<file path="src/rtl/dso_peak_stats.sv">
// Per-period max/min/peak-to-peak of ad_data between rising edges of ad_pulse,
// with a boxcar average of vpp and a timeout that free-runs windows when no edge arrives.
module dso_peak_stats #(
    parameter int unsigned DATA_W      = 8,
    parameter int unsigned AVG_LOG2    = 2,
    parameter int unsigned TIMEOUT_CYC = 1000000,
    parameter int unsigned SYNC_STAGES = 2
) (
    input  logic              ad_clk,
    input  logic              rst,
    input  logic [DATA_W-1:0] ad_data,
    input  logic              ad_valid,
    input  logic              ad_pulse,
    output logic              meas_valid,
    output logic [DATA_W-1:0] ad_max,
    output logic [DATA_W-1:0] ad_min,
    output logic [DATA_W-1:0] ad_vpp,
    output logic              avg_valid,
    output logic [DATA_W-1:0] ad_vpp_avg,
    output logic              timeout
);

    localparam int unsigned TCNT_W = $clog2(TIMEOUT_CYC);
    localparam int unsigned ACNT_W = (AVG_LOG2 > 0) ? AVG_LOG2 : 1;
    localparam int unsigned SUM_W  = DATA_W + AVG_LOG2;
    localparam logic [TCNT_W-1:0] TCNT_LAST = TCNT_W'(TIMEOUT_CYC - 1);
    localparam logic [ACNT_W-1:0] ACNT_LAST = ACNT_W'((1 << AVG_LOG2) - 1);

    typedef enum logic [0:0] {StIdle, StAcq} state_e;

    state_e                   state_q, state_d;
    logic [SYNC_STAGES-1:0]   sync_q;
    logic                     pulse_prev_q;
    logic [TCNT_W-1:0]        tcnt_q, tcnt_d;
    logic [DATA_W-1:0]        run_max_q, run_max_d;
    logic [DATA_W-1:0]        run_min_q, run_min_d;
    logic                     seen_q, seen_d;
    logic                     timeout_q, timeout_d;
    logic                     meas_valid_q, meas_valid_d;
    logic [DATA_W-1:0]        max_q, max_d;
    logic [DATA_W-1:0]        min_q, min_d;
    logic [DATA_W-1:0]        vpp_q, vpp_d;
    logic [SUM_W-1:0]         acc_q, acc_d;
    logic [ACNT_W-1:0]        acnt_q, acnt_d;
    logic                     avg_valid_q, avg_valid_d;
    logic [DATA_W-1:0]        avg_q, avg_d;

    logic                     edge_det;
    logic                     tc_hit;
    logic                     restart;
    logic [SUM_W-1:0]         sum_next;

    assign edge_det = sync_q[SYNC_STAGES-1] & ~pulse_prev_q;
    assign tc_hit   = (tcnt_q == TCNT_LAST);
    assign sum_next = acc_q + SUM_W'(vpp_q);

    always_comb begin
        state_d      = state_q;
        tcnt_d       = tcnt_q + TCNT_W'(1);
        run_max_d    = run_max_q;
        run_min_d    = run_min_q;
        seen_d       = seen_q;
        timeout_d    = timeout_q;
        meas_valid_d = 1'b0;
        max_d        = max_q;
        min_d        = min_q;
        vpp_d        = vpp_q;
        restart      = 1'b0;

        case (state_q)
            StIdle: begin
                if (edge_det || tc_hit) begin
                    state_d   = StAcq;
                    restart   = 1'b1;
                    timeout_d = ~edge_det;
                end
            end
            StAcq: begin
                if (edge_det || tc_hit) begin
                    restart   = 1'b1;
                    timeout_d = ~edge_det;
                    if (seen_q) begin
                        meas_valid_d = 1'b1;
                        max_d        = run_max_q;
                        min_d        = run_min_q;
                        vpp_d        = run_max_q - run_min_q;
                    end
                end else if (ad_valid) begin
                    seen_d = 1'b1;
                    if (ad_data > run_max_q) run_max_d = ad_data;
                    if (ad_data < run_min_q) run_min_d = ad_data;
                end
            end
            default: state_d = StIdle;
        endcase

        // The sample on the closing cycle opens the next window.
        if (restart) begin
            tcnt_d    = '0;
            seen_d    = ad_valid;
            run_max_d = ad_valid ? ad_data : '0;
            run_min_d = ad_valid ? ad_data : '1;
        end
    end

    always_comb begin
        acc_d       = acc_q;
        acnt_d      = acnt_q;
        avg_valid_d = 1'b0;
        avg_d       = avg_q;
        if (meas_valid_q) begin
            if (acnt_q == ACNT_LAST) begin
                avg_d       = sum_next[AVG_LOG2 +: DATA_W];
                avg_valid_d = 1'b1;
                acc_d       = '0;
                acnt_d      = '0;
            end else begin
                acc_d  = sum_next;
                acnt_d = acnt_q + ACNT_W'(1);
            end
        end
    end

    always_ff @(posedge ad_clk) begin
        if (rst) begin
            state_q      <= StIdle;
            sync_q       <= '0;
            pulse_prev_q <= 1'b0;
            tcnt_q       <= '0;
            run_max_q    <= '0;
            run_min_q    <= '1;
            seen_q       <= 1'b0;
            timeout_q    <= 1'b0;
            meas_valid_q <= 1'b0;
            max_q        <= '0;
            min_q        <= '0;
            vpp_q        <= '0;
            acc_q        <= '0;
            acnt_q       <= '0;
            avg_valid_q  <= 1'b0;
            avg_q        <= '0;
        end else begin
            state_q      <= state_d;
            sync_q       <= {sync_q[SYNC_STAGES-2:0], ad_pulse};
            pulse_prev_q <= sync_q[SYNC_STAGES-1];
            tcnt_q       <= tcnt_d;
            run_max_q    <= run_max_d;
            run_min_q    <= run_min_d;
            seen_q       <= seen_d;
            timeout_q    <= timeout_d;
            meas_valid_q <= meas_valid_d;
            max_q        <= max_d;
            min_q        <= min_d;
            vpp_q        <= vpp_d;
            acc_q        <= acc_d;
            acnt_q       <= acnt_d;
            avg_valid_q  <= avg_valid_d;
            avg_q        <= avg_d;
        end
    end

    assign meas_valid = meas_valid_q;
    assign ad_max     = max_q;
    assign ad_min     = min_q;
    assign ad_vpp     = vpp_q;
    assign avg_valid  = avg_valid_q;
    assign ad_vpp_avg = avg_q;
    assign timeout    = timeout_q;

endmodule

</file>
<file path="config.mk">
export PLATFORM = sky130hd
export DESIGN_NAME = dso_peak_stats
export DESIGN_NICKNAME = d
export VERILOG_FILES = /design/src/rtl/dso_peak_stats.sv
export SDC_FILE = /design/constraint.sdc
export NUM_CORES = 1
export LEC_CHECK = 0
export CORE_MARGIN = 2
export CORE_UTILIZATION = 49
export DETAILED_ROUTE_END_ITERATION = 8
export DONT_BUFFER_PORTS = 1
export MAX_ROUTING_LAYER = met4
export SLEW_MARGIN = 5
export SYNTH_ARGS = -nofsm -noshare
export SYNTH_HDL_FRONTEND = slang
export SYNTH_SLANG_ARGS = --single-unit
</file>
<file path="constraint.sdc">
create_clock -name ad_clk -period 2.55 [get_ports ad_clk]
set_clock_uncertainty 0.05 [all_clocks]
set_input_delay 0.51 -clock ad_clk [delete_from_list [all_inputs] [get_ports ad_clk]]
set_output_delay 0.51 -clock ad_clk [all_outputs]
set_load 0.03 [all_outputs]
</file>
==> flow_summary.yaml <==
global_route:
  grt_usage: 0.212
  number_of_global_route_vias_before_repair: 3425
  grt_antenna_before_repair: 0
  grt_start_max_net_pins: 55
  wire_length_of_the_first_global_routing_pass_um: 16300
  grt_overflow_total: 0
job:
  maxCapViolations: 0
logic_synthesis:
  synth.lib_cells_used.distinct: 54
  synth_most_common_cell: "sky130_fd_sc_hd__dfxtp_1"
  synthCells: 514
  synth_top_cell_area_share: 0.393
  yosys-top-cells-count: "88 x sky130_fd_sc_hd__dfxtp_1, 73 x sky130_fd_sc_hd__nor2_1, 47 x sky130_fd_sc_hd__nand2_1"
  postSynthNetCount: 560
  flip_flop_cell_with_the_highest_count_after_synthesis: "sky130_fd_sc_hd__dfxtp_1"
  synth_area_per_cell_sq_um: 8.72
  synth.cell_area_sq_mm: 0.00448
  async_flop_share: 0
  synth-seq-area-share: 0.393
  yosys_register_bits: 88
  yosysWarnings: 0
  synth_top_cells_by_area: "sky130_fd_sc_hd__dfxtp_1 39%, sky130_fd_sc_hd__ha_1 8.9%, sky130_fd_sc_hd__mux2i_1 6.3%, sky130_fd_sc_hd__nor2_1 6.1%, sky130_fd_sc_hd__nand2_1 3.9%"
  synth_edf_count: 0
  synth_top_cell_by_area: "sky130_fd_sc_hd__dfxtp_1"
drt:
  routed_wirelength_um: 9600
  violation_count_after_the_first_detailed_route_iteration: 113
  drt_first_pass_iters: 4
  dr_total_vias: 3495
  drt-vias-per-instance: 5.50
  wire_per_inst_um: 15.1
  drc_markers: 0
  ant_nets: 0
floorplan:
  die_area_sq_mm: 0.00993
  num_rows: 34
  placeableCoreArea_sq_mm: 0.00881
  chip_height_um: 99.6
  die_width_um: 99.6
  floorplan.io_pins: 47
  floorplan.initialDensity: 0.509
timing:
  fmaxAchievable_ghz: 0.428
  final_period_demand_of_the_worst_path_ps: 2340
  finalCritPeriodShare: 0.917
  relSlewSlack: 0.360
  rsz0062_at_grt: "no"
  report.final.slew_viol_count: 0
  timing_worst_slew_pin_value_ps: 952
  final_hold_viol_count: 0
  setup_viol_count_final: 0
  final.setup.tns_ps: 0
place:
  place_inst: 620
  dp_hpwl_um: 7050
  gp_congestion: 0.921
  buffers_on_ports: 0
  placedInstanceArea_sq_mm: 0.00467
clock_tree:
  cts_made_buffers: 9
  postCtsSetupRepairBufs: 0
  insertion_delay_ps: 360
  number_of_sinks_on_the_clock_net: 88
  cts_tree: "yes"
  cts_root_buffer: "sky130_fd_sc_hd__clkbuf_8"
  number_of_buffers_between_clock_root_and_the_deepest_sink: 2
  cts.clk_slew.worst_paths_ps: 90
  cts_max_level: 3
power_and_ir_drop:
  power.combinational.fraction: 0.095
  p_leak_nw: 1.99
  internal-power_mw: 1.87
  netSwitchingPower_mw: 0.677
  vdd.ir_drop.worst_uv: 236
  seqPwrFrac: 0.564
  power.total_mw: 2.55
  power.density_cell_area_mw_per_mm2: 526
  clock_power_share: 0.341
  switching_share: 0.266
final_layout:
  stdcell_count: 636
  area_growth_syn_to_layout_pct: 8.07
  drive_gt1_frac: 0.0795
  antennaDiodeCount: 0
  finalNetCount: 569
  finalInstanceArea_sq_mm: 0.00484
worst_setup_path:
  setup.worst_path.end_class: "flop"
  crit_type: "flop to flop"
  critPathArrivalTime_ps: 2540
  startpoint_kind_of_the_worst_setup_timing_path: "flop"
  worstRegToRegCells: 8
  critical_path.max_fanout: 4
  cp.required_ps: 2750
worst_hold_path:
  min-delay-path-class: "input pin to flop"
  worstHoldPathCells: 1
run_status:
  run_status: "complete, no violations"
==> per-stage QoR <==
step | util | hold slack [ps] | worst slack (ps)
after floorplan | - | 364 | 271
after global placement | 0.530 | 380 | 177
after detailed placement | 0.530 | 379 | 126
after CTS | 0.549 | 140 | 125
after global routing | 0.550 | 139 | 49.2
final | 0.550 | 161 | 213
==> flip-flops by register name, indices dropped and copies added, names as in the netlist, 2 cells and up <==
register and cells:
ad_vpp 8, acnt_q 2, sync_q 2, ad_min 8, acc_q 10, run_min_q 8
ad_vpp_avg 8, tcnt_q 20, run_max_q 8, ad_max 8
==> power groups by stage <==
stage	combinational (mW)	sequential [mW]	clock, mW
final	0.241	1.44	0.867
after global routing	0.277	1.44	0.954
after CTS	0.242	1.44	0.903
after detailed placement	0.240	1.47	0
after global placement	0.234	1.47	0
after floorplan	0.198	1.46	0
==> cells by family after synthesis <==
kind of cell    count (synthesis)  share of synthesized area
buf+inv                        45                     0.0441
flops                          88                      0.393
simple gates                  206                      0.214
xor+xnor                       25                     0.0489
mux                            29                     0.0650
fa+ha+maj                      34                     0.0983
compound gates                 87                      0.136
==> layer usage <==
metal / up-vias / wire [um] / track usage / share of wire
met1: 1619 / 4590 / 0.263 / 0.48
met2: 52 / 4410 / 0.339 / 0.46
li1: 1808 / - / - / -
met4: 0 / 226 / 0.0875 / 0.024
met5: - / 0 / - / 0
met3: 16 / 369 / 0.0408 / 0.038
==> layout make-up <==
class	count	area (sq um)
well taps	108	135
clock buffers	10	128
repair buffers	16	145
multi-input cells	381	2530
inverters	27	101
clock inverters	6	45.0
fillers	847	3960
flip-flops and latches	88	1760
==> cell usage in the layout (no fill, tap or decap), drive strengths merged, types with 2 or more instances in the layout <==
cell,n
and3,4
o31a,3
mux2i,28
fa,2
a21oi,22
nor4,4
o21ai,19
xor2,13
or4,4
a211oi,5
nand3,33
dfxtp,88
a31oi,2
nor2,73
nor2b,12
or3,2
nand4,6
o21a,7
o22ai,3
clkbuf,10
o311ai,2
nand2b,5
nor3b,2
nor3,4
xnor2,12
clkinvlp,3
ha,32
o211ai,3
buf,16
a2111oi,3
nand2,47
o31ai,3
a21o,6
inv,28
clkinv,2
nand3b,3
and2,4
==> critical path: stages (launching register included) <==
cell,delay [ps]
sky130_fd_sc_hd__dfxtp_1,350
sky130_fd_sc_hd__ha_1,200
sky130_fd_sc_hd__inv_1,60
sky130_fd_sc_hd__fa_1,400
sky130_fd_sc_hd__nor2b_1,210
sky130_fd_sc_hd__o2111ai_1,180
sky130_fd_sc_hd__a31oi_1,360
sky130_fd_sc_hd__nor4_1,90
sky130_fd_sc_hd__a311o_1,320
==> path summary, 6_finish.rpt <==
| path | startpoint | endpoint | slack, ps |
|---|---|---|---|
| max reg2reg | ad_vpp[0]$_SDFFE_PP0P_ | acc_q[8]$_SDFFE_PP0P_ | 210 |
| min reg2reg | sync_q[0]$_SDFF_PP0_ | sync_q[1]$_SDFF_PP0_ | 400 |
| min | rst | sync_q[0]$_SDFF_PP0_ | 160 |
| max | ad_vpp[0]$_SDFFE_PP0P_ | acc_q[8]$_SDFFE_PP0P_ | 210 |
==> what timing repair did <==
item,CTS,global route
endpoints found under the setup margin,0,18
hold buffers,0,0
endpoints found under the hold margin,0,0
gates resized for setup,0,2
Power figures use the tool's default switching activity.
